[config.mk]
export PLATFORM = sky130hd
export DESIGN_NAME = pipeline_ctrl
export DESIGN_NICKNAME = d
export VERILOG_FILES = /design/src/rtl/pipe_ctrl_pkg.sv /design/src/rtl/sat_counter.sv /design/src/rtl/pipeline_ctrl.sv
export SDC_FILE = /design/constraint.sdc
export NUM_CORES = 1
export LEC_CHECK = 0
export CELL_PAD_IN_SITES_DETAIL_PLACEMENT = 0
export CELL_PAD_IN_SITES_GLOBAL_PLACEMENT = 2
export CORE_ASPECT_RATIO = 0.7
export CORE_UTILIZATION = 29
export CTS_CLUSTER_SIZE = 8
export DETAILED_ROUTE_END_ITERATION = 10
export HOLD_SLACK_MARGIN = 0.06
export PLACE_DENSITY = 0.91
export SLEW_MARGIN = 10
export SYNTH_ARGS = -nofsm -noshare
export SYNTH_HDL_FRONTEND = slang
export SYNTH_SLANG_ARGS = --single-unit
export TNS_END_PERCENT = 100
[constraint.sdc]
create_clock -name clk -period 5.8 [get_ports clk]
set_clock_uncertainty 0.2 [all_clocks]
set_input_delay 0.87 -clock clk [delete_from_list [all_inputs] [get_ports clk]]
set_output_delay 0.87 -clock clk [all_outputs]
set_load 0.03 [all_outputs]
[src/rtl/pipe_ctrl_pkg.sv]
// Shared types for the pipeline sequencer: FSM state encoding and the
// per-pipeline-register write/flush control pair.
package pipe_ctrl_pkg;

  localparam int STATE_W = 2;

  typedef enum logic [STATE_W-1:0] {
    RUN      = 2'd0,
    MEM_WAIT = 2'd1,
    MC_BUSY  = 2'd2
  } ctrl_state_t;

  typedef struct packed {
    logic write;
    logic flush;
  } stage_ctrl_t;

endpackage

[src/rtl/sat_counter.sv]
// Up-counter with synchronous clear that sticks at all-ones instead of
// wrapping. Used for the data-memory watchdog and the perf counters.
module sat_counter #(
  parameter int WIDTH = 8
) (
  input  logic             clk,
  input  logic             rstn,
  input  logic             en,
  input  logic             clr,
  output logic [WIDTH-1:0] cnt
);

  // Count enabled cycles; clear has priority, hold once saturated.
  always_ff @(posedge clk or negedge rstn) begin
    if (!rstn) begin
      cnt <= '0;
    end else if (clr) begin
      cnt <= '0;
    end else if (en && !(&cnt)) begin
      cnt <= cnt + 1'b1;
    end
  end

endmodule

[src/rtl/pipeline_ctrl.sv]
// Central pipeline sequencer: turns hazard, data-memory and multi-cycle EX
// handshakes into per-register write/flush controls for the 5-stage core.
// Optional perf counters are built when PIPE_CTRL_PERF_EN is defined.
//
// state    | meaning
// ---------+-------------------------------------------------------------
// RUN      | normal flow; hazard stall/flush applied combinationally
// MEM_WAIT | data memory access outstanding, whole pipe frozen
// MC_BUSY  | multi-cycle EX op running, front end held, bubbles into MEM
module pipeline_ctrl
  import pipe_ctrl_pkg::*;
#(
  parameter int DATA_WIDTH   = 32,
  parameter int MEM_WAIT_MAX = 255,
  parameter int WDT_WIDTH    = 8
) (
  input  logic       clk,
  input  logic       rstn,
  input  logic       hz_stall,
  input  logic       hz_flush,
  input  logic       MEM_mem_req,
  input  logic       dmem_ready,
  input  logic       EX_mc_start,
  input  logic       EX_mc_done,
  output logic       pc_write,
  output logic       IF_ID_write,
  output logic       IF_ID_flush,
  output logic       ID_EX_write,
  output logic       ID_EX_flush,
  output logic       EX_MEM_write,
  output logic       EX_MEM_flush,
  output logic       MEM_WB_write,
  output logic       MEM_WB_flush,
  output logic       mem_timeout,
  output logic [1:0] ctrl_state
`ifdef PIPE_CTRL_PERF_EN
  ,
  output logic [DATA_WIDTH-1:0] perf_stall_cnt,
  output logic [DATA_WIDTH-1:0] perf_flush_cnt,
  output logic [DATA_WIDTH-1:0] perf_memwait_cnt
`endif
);

  if (DATA_WIDTH < 1 || (64'd1 << WDT_WIDTH) <= 64'(MEM_WAIT_MAX)) begin : g_bad_params
    $error("pipeline_ctrl: DATA_WIDTH must be >= 1 and 2**WDT_WIDTH must exceed MEM_WAIT_MAX");
  end

  localparam logic [WDT_WIDTH:0] WAIT_MAX_W = (WDT_WIDTH+1)'(MEM_WAIT_MAX);

  ctrl_state_t          state_q, state_nxt;
  stage_ctrl_t          if_id_c, id_ex_c, ex_mem_c, mem_wb_c;
  logic                 pc_w;
  logic                 mem_stall, mc_stall, wdt_hit;
  logic [WDT_WIDTH-1:0] wdt_cnt;

  // A MEM_WAIT is held purely on dmem_ready, so a deferred flush stays parked.
  assign mem_stall = ((state_q == MEM_WAIT) || MEM_mem_req) && !dmem_ready;
  assign mc_stall  = ((state_q == MC_BUSY) || EX_mc_start) && !EX_mc_done;

  // State register.
  always_ff @(posedge clk or negedge rstn) begin
    if (!rstn) state_q <= RUN;
    else       state_q <= state_nxt;
  end

  // Next state and stage controls; priority mem wait > flush > multi-cycle > stall.
  always_comb begin
    pc_w      = 1'b1;
    if_id_c   = '{write: 1'b1, flush: 1'b0};
    id_ex_c   = '{write: 1'b1, flush: 1'b0};
    ex_mem_c  = '{write: 1'b1, flush: 1'b0};
    mem_wb_c  = '{write: 1'b1, flush: 1'b0};
    state_nxt = RUN;
    if (mem_stall) begin
      pc_w           = 1'b0;
      if_id_c.write  = 1'b0;
      id_ex_c.write  = 1'b0;
      ex_mem_c.write = 1'b0;
      mem_wb_c       = '{write: 1'b0, flush: 1'b1};
      // A memory freeze inside MC_BUSY must not lose track of the EX op.
      state_nxt      = (state_q == MC_BUSY) ? MC_BUSY : MEM_WAIT;
    end else if (hz_flush) begin
      if_id_c.flush  = 1'b1;
      id_ex_c.flush  = 1'b1;
      ex_mem_c.flush = 1'b1;
    end else if (mc_stall) begin
      pc_w           = 1'b0;
      if_id_c.write  = 1'b0;
      id_ex_c.write  = 1'b0;
      ex_mem_c.flush = 1'b1;
      state_nxt      = MC_BUSY;
    end else if (hz_stall) begin
      pc_w           = 1'b0;
      if_id_c.write  = 1'b0;
      id_ex_c.flush  = 1'b1;
    end
  end

  // Watchdog counts every frozen memory-wait cycle and clears on release.
  sat_counter #(.WIDTH(WDT_WIDTH)) u_wdt (
    .clk  (clk),
    .rstn (rstn),
    .en   (mem_stall),
    .clr  (!mem_stall),
    .cnt  (wdt_cnt)
  );

  assign wdt_hit = (MEM_WAIT_MAX != 0) && mem_stall &&
                   (({1'b0, wdt_cnt} + 1'b1) >= WAIT_MAX_W);

  // Sticky timeout flag, cleared only by reset.
  always_ff @(posedge clk or negedge rstn) begin
    if (!rstn)        mem_timeout <= 1'b0;
    else if (wdt_hit) mem_timeout <= 1'b1;
  end

  // Controls are forced inactive while reset is asserted, without waiting for a clock.
  assign pc_write     = rstn & pc_w;
  assign IF_ID_write  = rstn & if_id_c.write;
  assign IF_ID_flush  = rstn & if_id_c.flush;
  assign ID_EX_write  = rstn & id_ex_c.write;
  assign ID_EX_flush  = rstn & id_ex_c.flush;
  assign EX_MEM_write = rstn & ex_mem_c.write;
  assign EX_MEM_flush = rstn & ex_mem_c.flush;
  assign MEM_WB_write = rstn & mem_wb_c.write;
  assign MEM_WB_flush = rstn & mem_wb_c.flush;
  assign ctrl_state   = state_q;

`ifdef PIPE_CTRL_PERF_EN
  logic stall_taken, flush_taken;

  assign flush_taken = !mem_stall && hz_flush;
  assign stall_taken = !mem_stall && !hz_flush && !mc_stall && hz_stall;

  sat_counter #(.WIDTH(DATA_WIDTH)) u_perf_stall (
    .clk  (clk),
    .rstn (rstn),
    .en   (stall_taken),
    .clr  (1'b0),
    .cnt  (perf_stall_cnt)
  );

  sat_counter #(.WIDTH(DATA_WIDTH)) u_perf_flush (
    .clk  (clk),
    .rstn (rstn),
    .en   (flush_taken),
    .clr  (1'b0),
    .cnt  (perf_flush_cnt)
  );

  sat_counter #(.WIDTH(DATA_WIDTH)) u_perf_memwait (
    .clk  (clk),
    .rstn (rstn),
    .en   (state_q == MEM_WAIT),
    .clr  (1'b0),
    .cnt  (perf_memwait_cnt)
  );
`endif

endmodule
==> results.yml, run 1 <==
cts:
  clk_pin_slew_ns: 0.06
  cts_tree: "done"
  numCtsBuffers: 3
  cts_sinks: 11
  htree_levels: 1
  cts_hold_buf: 0
  cts_setup_buffers: 0
  clk_path_buf_depth: 2
  root_buffer: "clkbuf_4"
  cts_resized: 0
  worstSkewPairLatency_ns: 0.27
synthesis:
  synth.top_cells.by_area: "dfrtp_1 39%, nor2_1 5.3%, a21oi_1 3.5%"
  syn_area_um2: 714.4
  synth_common_cells: "11 x dfrtp_1, 10 x nor2_1, 5 x a21oi_1, 5 x inv_1, 4 x nand3_1"
  ys_ff_latch: 11
  yosys_warnings: 0
  synth_edf_count: 0
  synth.distinct_cells: 37
  postSynth.asyncResetShare: 1.000
  synth_ff_type: "dfrtp_1"
  yosysMostFrequentCell: "dfrtp_1"
  synthesis.instances: 81
  synth_top_cell_area_share: 0.3853
  ys_seq_area_frac: 0.3853
  synth_area_per_cell_um2: 8.820
  synth_top_area_cell: "dfrtp_1"
  synth_fp_nets: 91
final_layout:
  layout.nets: 110
  syn_to_final_growth_pct: 32.05
  fillCellCount: 241
  finalNonFillerCells: 131
  multi_input_area_um2: 392.9
  seq_area_um2: 275.3
  drive_gt1_frac: 0.1010
  antenna_cells: 0
timing:
  layout_min_cycle_time_ns: 4.079
  hold_violations: 0
  max_freq_ghz: 0.2452
  setup_viol: 0
  fin_crit_sh: 0.7032
  rsz0062_at_grt: "no"
  relSlewSlack: 0.5736
  setup_tns_ns: 0
  worstMarginPinSlew_ns: 0.6391
  slew_violations: 0
setup_path:
  crit_arrival_ns: 3.01
  r2r_end: "mem_timeout$_DFFE_PN0P_"
  reg2regPathDepth: 5
  reg2reg_slack_ns: 3.77
  setup.worst_path.class: "input port to output port"
  end_kind: "output port"
  crit_required_ns: 4.73
  start_kind: "input port"
  crit_fanout: 17
  rr_startpoint: "u_wdt.cnt[0]$_DFFE_PN0P_"
run:
  drv_cap: 0
route:
  via_per_inst: 4.641
  dr.pass1.iters: 4
  highest-signal-layer: "met4"
  wl_um: 1607
  route.met2.wl_um: 632
  drc: 0
  wl_met1_um: 888
  met3WireLength_um: 58
  vias: 608
  drt_iter0_markers: 33
  wl_per_cell_um: 12.27
  ant_nets: 0
floorplan:
  core_um2: 2242
  rows: 14
  die_x_um: 61.33
  die_h_um: 43.53
  ios: 20
  dieArea_um2: 2669
  start_util: 0.3186
power_and_ir_drop:
  p_comb_frac: 0.263
  max-vdd-ir-drop_mv: 0.1182
  power_leakage_nw: 0.3801
  p_per_area_nw_per_um2: 195.3
  internal-power_mw: 0.1274
  power_mw: 0.1843
  clkPwrFrac: 0.288
  switching_share: 0.3088
  seqPwrFrac: 0.450
  p_sw_mw: 0.05690
placement:
  dp.final_hpwl_um: 1218
  portBuffers: 19
  routabilityCongestion: 0.7207
  dp_cells: 127
global_route:
  grt_usage: 0.1392
  grt_overflow: 0
  grt_pass1_wl_um: 2608
  grt_max_degree: 18
  grt_pass1_vias: 536
  antenna_found_initial: 0
hold_path:
  hold_path.class: "register to register"
  min-delay-start: "ctrl_state[0]$_DFF_PN0_"
  min_path_cells: 2
  worstHoldEndpoint: "ctrl_state[0]$_DFF_PN0_"
outcome:
  status: "finished clean"
-- layer usage --
metal  track usage  vias to the layer above
met1        0.2323                      273
met2        0.1478                       15
li1              -                      318
met3       0.05373                        2
met4       0.05455                        0
met5             0                        -
-- registers in the layout, summed over array words and instances, names as in the netlist --
signal       flops
mem_timeout      1
ctrl_state       2
u_wdt.cnt        8
-- worst max path at each step --
stage                     slack, ns     endpoint         from
after detailed placement       1.73     pc_write  MEM_mem_req
after floorplan                2.65     pc_write  MEM_mem_req
after global routing           1.55  IF_ID_write  MEM_mem_req
after CTS                      1.73     pc_write  MEM_mem_req
final                          1.72     pc_write  MEM_mem_req
after global placement         1.80  IF_ID_write  MEM_mem_req
-- logic make-up after synthesis --
logic type / synth area share
AO/OA/AOI/OAI: 0.2119
XOR/XNOR: 0.04905
adder cells (fa/ha/maj): 0.03502
buffers and inverters: 0.06479
flip-flops: 0.3853
multiplexers: 0.01401
AND/OR/NAND/NOR: 0.2400
-- worst max-delay path: stages --
cell and delay (ns):
clkdlybuf4s50_1 0.41, o21bai_2 0.54, o211ai_1 0.26, a21oi_1 0.23
clkdlybuf4s50_1 0.70
-- power by group through the flow --
stage	Combinational, mW	Clock (mW)	Sequential [mW]
floorplan	0.0240	0	0.0873
global placement	0.0483	0	0.0841
detailed placement	0.0481	0	0.0842
CTS	0.0486	0.0533	0.0827
global route	0.0516	0.0586	0.0832
finish	0.0484	0.0530	0.0828
-- cell type report --
type / instances / area share
inverters: 5 / 0.01989
multi-input cells: 60 / 0.4164
well taps: 32 / 0.04244
flip-flops and latches: 11 / 0.2918
repair buffers: 19 / 0.2016
clock buffers: 4 / 0.02785
-- placed cells by master (no fill, tap or decap), types with 2 or more instances in the layout --
cell	synthesis	layout
and3_1	2	2
o21ai_0	2	2
inv_1	5	5
nor2b_1	2	2
xnor2_1	2	2
nand2b_1	3	3
or2_2	2	2
o211ai_1	2	2
a31oi_1	2	2
dfrtp_1	11	11
clkbuf_4	0	3
ha_1	2	2
a21oi_1	5	5
clkdlybuf4s50_1	0	19
nand3_1	4	4
nor2_1	10	10
and2_1	2	2
xor2_1	2	2
-- metrics by stage --
| stage | hold WS [ns] | setup WS (ns) | utilization | area, um^2 |
|---|---|---|---|---|
| 3_5_place_dp | 0.3409 | 1.732 | 0.4090 | 917.1 |
| 5_1_grt | 0.4223 | 1.553 | 0.4208 | 943.4 |
| 4_1_cts | 0.3569 | 1.732 | 0.4208 | 943.4 |
| 6_report | 0.3678 | 1.721 | 0.4208 | 943.4 |
| 3_3_place_gp | 0.3484 | 1.797 | 0.4090 | 917.1 |
| 2_1_floorplan | 0.3744 | 2.653 | - | 714.4 |
Power figures use the tool's default switching activity.
==> run 2, diff against run 1 <==
Settings changed: CORE_UTILIZATION 29 to 24, PLACE_DENSITY 0.91 to 0.82.
Clock period 5.8 ns to 3.4 ns, I/O delays scaled along.
==> run 2 against run 1 <==
Compared with the run above: sequential power up 71%; cell area up 4.1%; highest routed layer is now met3; combinational power up 75%; utilization down 7.0 points.
==> results.yml, run 2 (same netlist as run 1, synthesis figures left out) <==
final_layout:
  seq_area_um2: 275.3
  largest_reg_flops: 8
  antenna_cells: 0
  syn_to_final_growth_pct: 37.48
  layout.nets: 112
  fillCellCount: 289
  multi_input_area_um2: 392.9
  final_cell_mix: "19 x clkdlybuf4s50_1, 11 x dfrtp_1, 10 x nor2_1"
  drive_gt1_frac: 0.1188
  mostFrequentLayoutCell: "clkdlybuf4s50_1"
  largest_register: "u_wdt.cnt"
  final_core_util: 0.3504
timing:
  layout_min_cycle_time_ns: 2.963
  hold_violations: 0
  relSlewSlack: 0.7794
  rsz0062_at_grt: "no"
  setup_tns_ns: 0
  fin_crit_sh: 0.8714
  worstMarginPinSlew_ns: 0.3300
  setup_viol: 0
  max_freq_ghz: 0.3375
  slew_violations: 0
  fin_ws_ns: 0.4374
placement:
  routabilityCongestion: 0.7007
  portBuffers: 19
  place_ws_ns: 0.4292
  dp.final_hpwl_um: 1281
cts:
  cts_tree: "done"
  clk_pin_slew_ns: 0.05
  numCtsBuffers: 3
  htree_levels: 1
  cts_setup_buffers: 0
  cts_resized: 0
  clk_path_buf_depth: 2
  worstSkewPairLatency_ns: 0.24
  cts_hold_buf: 0
  root_buffer: "clkbuf_8"
  cts_sinks: 11
setup_path:
  rr_startpoint: "u_wdt.cnt[0]$_DFFE_PN0P_"
  crit_fanout: 5
  crit_required_ns: 2.69
  reg2regPathDepth: 5
  reg2reg_slack_ns: 1.46
  crit_start: "hz_flush"
  r2r_end: "mem_timeout$_DFFE_PN0P_"
  setup.worst_path.class: "input port to output port"
  start_kind: "input port"
  end_kind: "output port"
  crit_arrival_ns: 2.25
route:
  vias: 604
  drc: 0
  dr.pass1.iters: 4
  wl_um: 1619
  ant_nets: 0
  drt_iter0_markers: 35
  wl_per_cell_um: 11.82
  via_per_inst: 4.409
floorplan:
  core_um2: 2803
  ios: 20
  start_util: 0.2549
  die_h_um: 47.65
  dieArea_um2: 3203
  rows: 16
  die_x_um: 67.21
global_route:
  grt_pass1_vias: 492
  grt_overflow: 0
  grt_pass1_wl_um: 2504
  grt_usage: 0.1118
  antenna_found_initial: 0
  grt_max_degree: 15
power_and_ir_drop:
  clkPwrFrac: 0.365
  power_leakage_nw: 0.3972
  p_sw_mw: 0.09954
  seqPwrFrac: 0.398
  max-vdd-ir-drop_mv: 0.2141
  switching_share: 0.2798
  p_comb_frac: 0.237
  internal-power_mw: 0.2562
  p_per_area_nw_per_um2: 362.2
  power_mw: 0.3558
run:
  drv_cap: 0
outcome:
  status: "finished clean"
hold_path:
  min-delay-start: "ctrl_state[0]$_DFF_PN0_"
  min_path_cells: 2
  hold_path.class: "register to register"
  worstHoldEndpoint: "ctrl_state[0]$_DFF_PN0_"
## run 2: worst max-delay path, cell delays in order
cell             delay, ns
clkdlybuf4s50_1       0.47
or2_2                 0.34
o211ai_1              0.24
a21oi_1               0.09
clkdlybuf4s50_1       0.60
## run 2: how the worst max path moves through the flow
stage	end	slack, ns
4_1_cts	pc_write	0.43
2_1_floorplan	pc_write	0.82
3_3_place_gp	IF_ID_write	0.48
5_1_grt	IF_ID_write	0.33
6_report	pc_write	0.44
3_5_place_dp	pc_write	0.43
## run 2: power groups by stage
stage | combinational (mW) | clock, mW | sequential (mW)
after floorplan | 0.0410 | 0 | 0.149
after global placement | 0.0853 | 0 | 0.143
after detailed placement | 0.0850 | 0 | 0.144
after CTS | 0.0854 | 0.138 | 0.141
after global routing | 0.0923 | 0.146 | 0.142
final | 0.0845 | 0.130 | 0.142
## run 2: cell type report
class,instances,area share
clock buffers,4,0.04586
repair buffers,21,0.2089
flip-flops and latches,11,0.2803
multi-input cells,60,0.4000
inverters,5,0.01911
well taps,36,0.04586
## run 2: routing by layer
layer / up-vias / share of wire / wire length, um / GRT usage
met2: 7 / 0.40 / 641 / 0.1220
met5: - / 0 / 0 / 0
met1: 271 / 0.58 / 944 / 0.1856
met3: 0 / 0.020 / 33 / 0.04286
li1: 326 / - / - / -
met4: 0 / 0 / 0 / 0.02553
## run 2: through the flow
stage | area [um^2] | cells | hold slack, ns
6_report | 982.2 | 137 | 0.3677
5_1_grt | 982.2 | 137 | 0.4152
2_1_floorplan | 714.4 | 81 | 0.01441
3_5_place_dp | 937.1 | 133 | 0.3674
4_1_cts | 982.2 | 137 | 0.3789
3_3_place_gp | 937.1 | 133 | 0.3362
